$ cat src/rtl/morra_tabellone.sv
// Purpose: scoreboard for the Morra Cinese core; tallies manche and partite and decides the tournament winner.
// Latency: one cycle; a result sampled on an edge is visible on the outputs right after that edge.
// Backpressure: none; VALIDO is a one-cycle strobe and every strobe is consumed or deliberately ignored.
module morra_tabellone #(
    parameter int W_MANCHE   = 5,
    parameter int W_PARTITE  = 4,
    parameter int MAX_MANCHE = 20
) (
    input  logic                 clk,
    input  logic                 rst_n,
    input  logic                 INIZIA,
    input  logic [W_PARTITE-1:0] NUM_PARTITE,
    input  logic                 VALIDO,
    input  logic [1:0]           MANCHE,
    input  logic [1:0]           PARTITA,
    output logic [W_MANCHE-1:0]  MANCHE_GIOCATE,
    output logic [W_MANCHE-1:0]  VINTE_PRIMO,
    output logic [W_MANCHE-1:0]  VINTE_SECONDO,
    output logic [W_PARTITE-1:0] PARTITE_GIOCATE,
    output logic [W_PARTITE-1:0] PARTITE_PRIMO,
    output logic [W_PARTITE-1:0] PARTITE_SECONDO,
    output logic [1:0]           STATO,
    output logic [1:0]           VINCITORE,
    output logic                 FINE,
    output logic                 ERRORE
);

    typedef enum logic [1:0] {
        S_IDLE  = 2'b00,
        S_GIOCO = 2'b01,
        S_FINE  = 2'b10
    } stato_t;

    localparam logic [W_MANCHE-1:0]  MAX_M     = W_MANCHE'(MAX_MANCHE);
    localparam logic [W_MANCHE-1:0]  MAX_M_M1  = W_MANCHE'(MAX_MANCHE - 1);
    localparam logic [W_PARTITE-1:0] UNO_P     = W_PARTITE'(1);

    stato_t               stato_q,  stato_d;
    logic [W_MANCHE-1:0]  m_gioc_q, m_gioc_d;
    logic [W_MANCHE-1:0]  m_p1_q,   m_p1_d;
    logic [W_MANCHE-1:0]  m_p2_q,   m_p2_d;
    logic [W_PARTITE-1:0] p_gioc_q, p_gioc_d;
    logic [W_PARTITE-1:0] p_p1_q,   p_p1_d;
    logic [W_PARTITE-1:0] p_p2_q,   p_p2_d;
    logic [W_PARTITE-1:0] target_q, target_d;
    logic [1:0]           vinc_q,   vinc_d;
    logic                 err_q,    err_d;
    logic [W_PARTITE-1:0] half;

    // Saturating increments: never wrap, the caller flags the overflow.
    function automatic logic [W_MANCHE-1:0] inc_m(input logic [W_MANCHE-1:0] v);
        return (&v) ? v : v + W_MANCHE'(1);
    endfunction

    function automatic logic [W_PARTITE-1:0] inc_p(input logic [W_PARTITE-1:0] v);
        return (&v) ? v : v + UNO_P;
    endfunction

    assign half = target_q >> 1;

    // Next-state and next-counter logic; every value holds unless an event changes it.
    always_comb begin
        stato_d  = stato_q;
        m_gioc_d = m_gioc_q;
        m_p1_d   = m_p1_q;
        m_p2_d   = m_p2_q;
        p_gioc_d = p_gioc_q;
        p_p1_d   = p_p1_q;
        p_p2_d   = p_p2_q;
        target_d = target_q;
        vinc_d   = vinc_q;
        err_d    = err_q;

        if (INIZIA) begin
            // Restart wins over any result strobed in the same cycle.
            stato_d  = S_GIOCO;
            m_gioc_d = '0;
            m_p1_d   = '0;
            m_p2_d   = '0;
            p_gioc_d = '0;
            p_p1_d   = '0;
            p_p2_d   = '0;
            target_d = (NUM_PARTITE == '0) ? UNO_P : NUM_PARTITE;
            vinc_d   = 2'b00;
            err_d    = 1'b0;
        end else if (VALIDO) begin
            unique case (stato_q)
                S_IDLE: err_d = 1'b1;
                S_GIOCO: begin
                    if (PARTITA != 2'b00) begin
                        // Partita concluded: this round's manche result is dropped.
                        m_gioc_d = '0;
                        m_p1_d   = '0;
                        m_p2_d   = '0;
                        p_gioc_d = inc_p(p_gioc_q);
                        if (&p_gioc_q) err_d = 1'b1;
                        if (PARTITA == 2'b01) begin
                            p_p1_d = inc_p(p_p1_q);
                            if (&p_p1_q) err_d = 1'b1;
                        end
                        if (PARTITA == 2'b10) begin
                            p_p2_d = inc_p(p_p2_q);
                            if (&p_p2_q) err_d = 1'b1;
                        end
                    end else if (MANCHE != 2'b00) begin
                        // A manche counts only while below the per-partita ceiling.
                        if (m_gioc_q < MAX_M) begin
                            if (MANCHE == 2'b01) begin
                                m_p1_d = inc_m(m_p1_q);
                                if (&m_p1_q) err_d = 1'b1;
                            end
                            if (MANCHE == 2'b10) begin
                                m_p2_d = inc_m(m_p2_q);
                                if (&m_p2_q) err_d = 1'b1;
                            end
                        end
                        if (m_gioc_q >= MAX_M_M1) begin
                            m_gioc_d = MAX_M;
                            err_d    = 1'b1;
                        end else begin
                            m_gioc_d = inc_m(m_gioc_q);
                            if (&m_gioc_q) err_d = 1'b1;
                        end
                    end

                    // Tournament end is judged on the values this edge will store.
                    if ((p_gioc_d == target_q) || (p_p1_d > half) || (p_p2_d > half)) begin
                        stato_d = S_FINE;
                        if (p_p1_d > p_p2_d)      vinc_d = 2'b01;
                        else if (p_p2_d > p_p1_d) vinc_d = 2'b10;
                        else                      vinc_d = 2'b11;
                    end
                end
                default: ;
            endcase
        end
    end

    // State and counter registers, cleared immediately on reset.
    always_ff @(posedge clk or negedge rst_n) begin
        if (!rst_n) begin
            stato_q  <= S_IDLE;
            m_gioc_q <= '0;
            m_p1_q   <= '0;
            m_p2_q   <= '0;
            p_gioc_q <= '0;
            p_p1_q   <= '0;
            p_p2_q   <= '0;
            target_q <= UNO_P;
            vinc_q   <= 2'b00;
            err_q    <= 1'b0;
        end else begin
            stato_q  <= stato_d;
            m_gioc_q <= m_gioc_d;
            m_p1_q   <= m_p1_d;
            m_p2_q   <= m_p2_d;
            p_gioc_q <= p_gioc_d;
            p_p1_q   <= p_p1_d;
            p_p2_q   <= p_p2_d;
            target_q <= target_d;
            vinc_q   <= vinc_d;
            err_q    <= err_d;
        end
    end

    assign MANCHE_GIOCATE  = m_gioc_q;
    assign VINTE_PRIMO     = m_p1_q;
    assign VINTE_SECONDO   = m_p2_q;
    assign PARTITE_GIOCATE = p_gioc_q;
    assign PARTITE_PRIMO   = p_p1_q;
    assign PARTITE_SECONDO = p_p2_q;
    assign STATO           = stato_q;
    assign VINCITORE       = vinc_q;
    assign FINE            = (stato_q == S_FINE);
    assign ERRORE          = err_q;

endmodule

$ cat config.mk
export PLATFORM = sky130hd
export DESIGN_NAME = morra_tabellone
export DESIGN_NICKNAME = d
export VERILOG_FILES = /design/src/rtl/morra_tabellone.sv
export SDC_FILE = /design/constraint.sdc
export NUM_CORES = 1
export LEC_CHECK = 0
export ABC_AREA = 1
export CAP_MARGIN = 40
export CORE_ASPECT_RATIO = 0.5
export CORE_MARGIN = 2
export CORE_UTILIZATION = 47
export CTS_CLUSTER_DIAMETER = 40
export DETAILED_ROUTE_END_ITERATION = 16
export PLACE_DENSITY = 0.76
export SETUP_SLACK_MARGIN = 0.4
export SLEW_MARGIN = 5
export SYNTH_ARGS = -nofsm -noshare
export SYNTH_HDL_FRONTEND = slang
export SYNTH_SLANG_ARGS = --single-unit
$ cat constraint.sdc
create_clock -name clk -period 2.5 [get_ports clk]
set_input_delay 0.5 -clock clk [delete_from_list [all_inputs] [get_ports clk]]
set_output_delay 0.5 -clock clk [all_outputs]
set_load 0.01 [all_outputs]
==> results.sh, run 1 <==
export IMPL_grt_max_degree=37
export IMPL_cpMostUsedCell="nand2_1"
export IMPL_path_cells="ha_4 -> inv_2 -> nor3_2 -> or2_4 -> o21ai_4 -> inv_2 -> ha_4 -> inv_2 -> o21bai_1 -> nand2_1 -> nand2_1 -> nand2_1 -> nand3_2 -> nor2_2 -> nand2_2 -> nand2_2 -> nand2_1 -> nand2_1"
export IMPL_htree_levels=2
export IMPL_placed_area_mm2=0.00306
export IMPL_r2r_cells=18
export IMPL_final_area_mm2=0.00323
export IMPL_drt_iter0_markers=101
export IMPL_clockBufferDepth=2
export IMPL_io_pin_count=45
export IMPL_drt_wl_total_um=6240
export IMPL_synth_edf_count=0
export IMPL_die_h_um=54.7
export IMPL_syn_area_per_cell_um2=7.51
export IMPL_fmax_mhz=451
export IMPL_wire_per_inst_um=13.6
export IMPL_final_common_cell="nand2_1"
export IMPL_fillers=417
export IMPL_die_w_um=105
export IMPL_async_reset_ff_share_pct=100
export IMPL_place_gp_congestion=0.878
export IMPL_hold_path_class="flip-flop to flip-flop"
export IMPL_rsz0062_at_grt="true"
export IMPL_cp_required_ns=2.68
export IMPL_core_mm2=0.00493
export IMPL_seq_area_frac_synth_pct=37.3
export IMPL_n_antenna_cell=0
export IMPL_synth_ff_type="dfrtp_1"
export IMPL_drive_gt1_share_pct=18.8
export IMPL_worstSetupPathType="flip-flop to flip-flop"
export IMPL_root_buffer="clkbuf_8"
export IMPL_vdd_drop_max_uv=290
export IMPL_synth_cell_types=33
export IMPL_drtPass1Iterations=4
export IMPL_worstMarginPinSlew_ns=0.471
export IMPL_min_delay_path_depth=2
export IMPL_max_stage_delay_ns=0.43
export IMPL_vias_per_cell=5.32
export IMPL_ys_ff_latch=36
export IMPL_skew_ns=0.00262
export IMPL_die_area_mm2=0.00577
export IMPL_outcome="completed"
export IMPL_worstSkewPairLatency_ns=0.29
export IMPL_power_density_mw_per_mm2=536
export IMPL_cp_slowest_cell="dfrtp_2"
export IMPL_cp_start_kind="flip-flop"
export IMPL_relSlewSlack_pct=68.6
export IMPL_path_clk_slew_ns=0.07
export IMPL_numCtsBuffers=5
export IMPL_cp_max_fo=4
export IMPL_hold_ws_ns=0.489
export IMPL_layout_min_cycle_time_ns=2.22
export IMPL_drc=0
export IMPL_hpwl_um=4520
export IMPL_grt_first_pass_wirelength_um=10200
export IMPL_area_delta_synth_final_pct=33.6
export IMPL_cp_end_kind="flip-flop"
export IMPL_antenna_found_initial=0
export IMPL_cts_tree="built"
export IMPL_layout_common_cells="nand2_1, clkdlybuf4s50_1, inv_1"
export IMPL_detail_route_antenna_nets=0
export IMPL_hold_viol=0
export IMPL_p_leak_nw=1.54
export IMPL_nets=420
export IMPL_start_util_pct=49.0
export IMPL_cts_sinks=36
export IMPL_arrival_ns=2.40
export IMPL_synth_fp_nets=353
export IMPL_fin_crit_sh_pct=88.7
export IMPL_synth_warnings=0
export IMPL_grt_overflow_total=0
export IMPL_syn_area_mm2=0.00242
export IMPL_rows=18
export IMPL_netlist_instances=322
export IMPL_drv_slew=0
export IMPL_grt_pass1_vias=2313
export IMPL_vias=2442
export IMPL_port_buffers=44
export IMPL_grt_use_total_pct=22.6
export IMPL_setup_viol=0
export IMPL_maxCapViolations=0
## critical path: cells and delay by family (launching register included)
family / cells / cell delay (ns)
simple gates: 11 / 0.84
compound gates: 2 / 0.26
fa+ha+maj: 2 / 0.44
buf+inv: 3 / 0.14
flops: 1 / 0.43
## area by class of cell
type	instances	area, um^2	share of cell area (%)
repair buffers	64	588	18.2
multi-input cells	230	1380	42.6
well taps	70	87.6	2.71
clock inverters	1	5.00	0.155
clock buffers	6	72.6	2.25
inverters	52	195	6.04
flip-flops and latches	36	906	28.0
## registers in the layout (all words and copies together), names as in the netlist
name and cells:
ERRORE 1, target_q 4, VINTE_SECONDO 5, STATO 2, PARTITE_SECONDO 4, VINCITORE 2
MANCHE_GIOCATE 5, PARTITE_PRIMO 4, PARTITE_GIOCATE 4, VINTE_PRIMO 5
## synthesized netlist by cell type, types with 5 or more instances
| cell | instances | area, um^2 |
|---|---|---|
| dfrtp_1 | 35 | 876 |
| inv_1 | 44 | 165 |
| nor2_2 | 5 | 31.3 |
| nor2_1 | 25 | 93.8 |
| o22ai_1 | 8 | 50.1 |
| inv_2 | 8 | 30.0 |
| nand3_1 | 32 | 160 |
| nor3_1 | 7 | 35.0 |
| a21oi_1 | 5 | 25.0 |
| ha_1 | 19 | 238 |
| o21ai_0 | 22 | 110 |
| o21ai_1 | 8 | 40.0 |
| nand2_1 | 72 | 270 |
## where the power goes
part | internal [W] | leakage, nW | total [W] | switching [W]
sequential | 0.000644 | 0.472 | 0.000698 | 0.0000542
clock | 0.000190 | 0.0410 | 0.000405 | 0.000215
combinational | 0.000294 | 1.03 | 0.000630 | 0.000336
## metrics by stage
stage	utilization, %	power (W)	TNS, ns	worst slack (ns)	cells
global route	65.5	0.00185	0	0.0951	459
global placement	62.1	0.00126	-0.751	-0.198	447
finish	65.5	0.00173	0	0.282	459
detailed placement	62.1	0.00128	-1.06	-0.274	447
CTS	65.0	0.00172	0	0.278	459
floorplan	-	0.00103	0	0.355	322
## kinds of logic (layout without fill, tap and decap cells)
family	count (synthesis)	in the layout	synth area share, %
and+or+nand+nor	155	155	29.3
buffers and inverters	56	123	9.26
AOI/OAI and AO/OA	54	54	13.6
DFF	36	36	37.3
adders and majority gates	19	19	9.83
xor gates and xnor gates	2	2	0.724
## layer usage
layer	up-vias	GRT usage [%]	part of all wire [%]
met5	-	0	0
met4	0	6.44	1.0
met1	1154	27.3	45
met2	77	42.7	49
li1	1197	-	-
met3	14	4.40	5.1
## timing repair
| action | 4_1_cts | 5_1_grt |
|---|---|---|
| gates resized for setup | 11 | 4 |
| pin swaps | 4 | 4 |
| endpoints found under the setup margin | 4 | 4 |
| hold buffers | 0 | 0 |
| buffers inserted | 5 | 0 |
## final timing paths
check                                         from               end  slack [ns]
worst min register to register        VINCITORE[1]      VINCITORE[1]        0.49
worst max-delay path            PARTITE_SECONDO[1]      VINCITORE[1]        0.28
worst max register to register  PARTITE_SECONDO[1]      VINCITORE[1]        0.28
min in group asynchronous                    rst_n       target_q[2]        0.63
worst min-delay path                  VINCITORE[1]      VINCITORE[1]        0.49
max in group asynchronous                    rst_n  PARTITE_PRIMO[0]        1.52
Power figures use the tool's default switching activity.
==> run 2, diff against run 1 <==
Settings changed: CORE_UTILIZATION 47 to 54, CTS_BUF_LIST set to sky130_fd_sc_hd__clkbuf_4 sky130_fd_sc_hd__clkbuf_8, PLACE_DENSITY 0.76 to 0.82.
Clock period 2.5 ns to 2.4 ns, I/O delays scaled along.
==> run 2 against run 1 <==
Effect of this change:
- register-to-register slack lost 0.17 ns
- first-iteration DRC count grew 89%
- largest power group unchanged
- die area shrank 12%
==> results.sh, run 2 (synthesis gave the netlist of run 1 again) <==
export IMPL_outcome="completed"
export IMPL_place_gp_congestion=0.913
export IMPL_grt_first_pass_wirelength_um=10500
export IMPL_relSlewSlack_pct=68.9
export IMPL_drc=0
export IMPL_core_mm2=0.00436
export IMPL_skew_ns=0.00633
export IMPL_r2r_end="VINCITORE[1]"
export IMPL_vias_per_cell=5.35
export IMPL_power_switching_w=0.000663
export IMPL_drt_wl_total_um=6400
export IMPL_worstSkewPairLatency_ns=0.29
export IMPL_wire_per_inst_um=14.0
export IMPL_maxCapViolations=0
export IMPL_drt_iter0_markers=191
export IMPL_area_delta_synth_final_pct=37.9
export IMPL_setup_viol=0
export IMPL_die_area_mm2=0.00506
export IMPL_cp_slowest_cell="dfrtp_2"
export IMPL_final_core_util_pct=76.5
export IMPL_cp_end_kind="flip-flop"
export IMPL_htree_levels=2
export IMPL_io_pin_count=45
export IMPL_hold_ws_ns=0.486
export IMPL_drtPass1Iterations=5
export IMPL_die_h_um=51.3
export IMPL_cpMostUsedCell="nand2_1"
export IMPL_hold_buffers=0
export IMPL_hpwl_um=4450
export IMPL_cp_start_kind="flip-flop"
export IMPL_nets=430
export IMPL_multi_input_area_mm2=0.00139
export IMPL_root_buffer="clkbuf_8"
export IMPL_n_antenna_cell=0
export IMPL_seqCellArea_um2=907
export IMPL_worstReg2RegStart="PARTITE_SECONDO[0]"
export IMPL_cp_required_ns=2.59
export IMPL_vdd_drop_max_uv=309
export IMPL_fin_crit_sh_pct=95.3
export IMPL_cp_max_fo=4
export IMPL_drive_gt1_share_pct=21.5
export IMPL_vias=2443
export IMPL_rows=17
export IMPL_die_w_um=98.6
export IMPL_hold_viol=0
export IMPL_worstMarginPinSlew_ns=0.467
export IMPL_detail_route_antenna_nets=0
export IMPL_fmax_mhz=437
export IMPL_grt_pass1_vias=2372
export IMPL_grt_max_degree=37
export IMPL_path_clk_slew_ns=0.07
export IMPL_startpoint="PARTITE_SECONDO[0]"
export IMPL_power_density_mw_per_mm2=591
export IMPL_antenna_found_initial=0
export IMPL_p_int_w=0.00131
export IMPL_layout_common_cells="nand2_1, inv_1, clkdlybuf4s50_1"
export IMPL_layout_min_cycle_time_ns=2.29
export IMPL_combPwrFrac_pct=34.9
export IMPL_p_leak_nw=1.61
export IMPL_port_buffers=44
export IMPL_clkPwrFrac_pct=27.8
export IMPL_fillers=277
export IMPL_swShare_pct=33.6
export IMPL_max_stage_delay_ns=0.43
export IMPL_drv_slew=0
export IMPL_numCtsBuffers=5
export IMPL_arrival_ns=2.48
export IMPL_clockBufferDepth=2
export IMPL_grt_use_total_pct=26.0
export IMPL_start_util_pct=55.5
export IMPL_cts_tree="built"
export IMPL_worstSetupPathType="flip-flop to flip-flop"
export IMPL_final_common_cell="nand2_1"
export IMPL_r2r_cells=18
export IMPL_grt_overflow_total=0
export IMPL_rsz0062_at_grt="true"
export IMPL_cts_sinks=36
export IMPL_finalPower_w=0.00197
export IMPL_crit_end="VINCITORE[1]"
export IMPL_rrSetupSlack_ns=0.11
export IMPL_tns_ns=0
export IMPL_path_cells="ha_4 -> inv_2 -> nor3_2 -> or2_4 -> o21ai_4 -> inv_2 -> ha_4 -> inv_1 -> o21bai_1 -> nand2_1 -> nand2_1 -> nand2_1 -> nand3_2 -> nor2_2 -> nand2_2 -> nand2_4 -> nand2_1 -> nand2_1"
export IMPL_hold_path_class="flip-flop to flip-flop"
export IMPL_seqPwrFrac_pct=37.3
## run 2: cell count changes in the layout (fill, tap and decap cells not counted), moves of 2 or more
cell	delta
buf_4	+10
nand2_1	-2
inv_1	+2
inv_2	-2
## run 2: critical path, delay by kind of cell (launching register included)
family	cells	cell delay, ns
DFF	1	0.43
buffers and inverters	3	0.15
and+or+nand+nor	11	0.88
adders and majority gates	2	0.43
AOI/OAI and AO/OA	2	0.29
## run 2: timing repair
| action | CTS | global route |
|---|---|---|
| buffers inserted | 4 | 6 |
| gates resized for setup | 6 | 13 |
| pin swaps | 7 | 4 |
| setup endpoints to repair | 4 | 6 |
| gates cloned | 0 | 0 |
## run 2: worst min path at each step
stage                       from            to  slack (ns)  cells past startpoint
global placement    VINCITORE[1]  VINCITORE[1]        0.47                      2
global route        VINCITORE[1]  VINCITORE[1]        0.51                      2
finish              VINCITORE[1]  VINCITORE[1]        0.49                      2
CTS                 VINCITORE[1]  VINCITORE[1]        0.49                      2
detailed placement  VINCITORE[1]  VINCITORE[1]        0.47                      2
floorplan                  rst_n        ERRORE        0.18                      0
## run 2: power by group through the flow
stage	clock network (W)	registers, W	logic, W
floorplan	0	0.000761	0.000312
global placement	0	0.000742	0.000591
detailed placement	0	0.000744	0.000606
CTS	0.000555	0.000729	0.000631
global route	0.000580	0.000744	0.000761
finish	0.000548	0.000736	0.000689
## run 2: cell type report
class / count / area share (%)
multi-input combinational: 230 / 41.6
clock buffer: 5 / 2.06
tap: 57 / 2.14
inverter: 52 / 5.85
timing repair buffer: 74 / 19.9
sequential: 36 / 27.2
clock inverter: 3 / 1.28
## run 2: layer usage
| metal | wire, um | GRT usage [%] |
|---|---|---|
| met5 | 0 | 0 |
| met4 | 53 | 6.62 |
| met3 | 372 | 4.79 |
| met2 | 3050 | 45.4 |
| met1 | 2930 | 34.0 |
## run 2: per-stage QoR
stage | area (um^2) | setup slack (ns) | instances
6_report | 3340 | 0.112 | 457
5_1_grt | 3340 | -0.0202 | 457
4_1_cts | 3230 | 0.148 | 451
3_5_place_dp | 3080 | -0.371 | 439
3_3_place_gp | 3080 | -0.287 | 439
2_1_floorplan | 2450 | 0.255 | 322
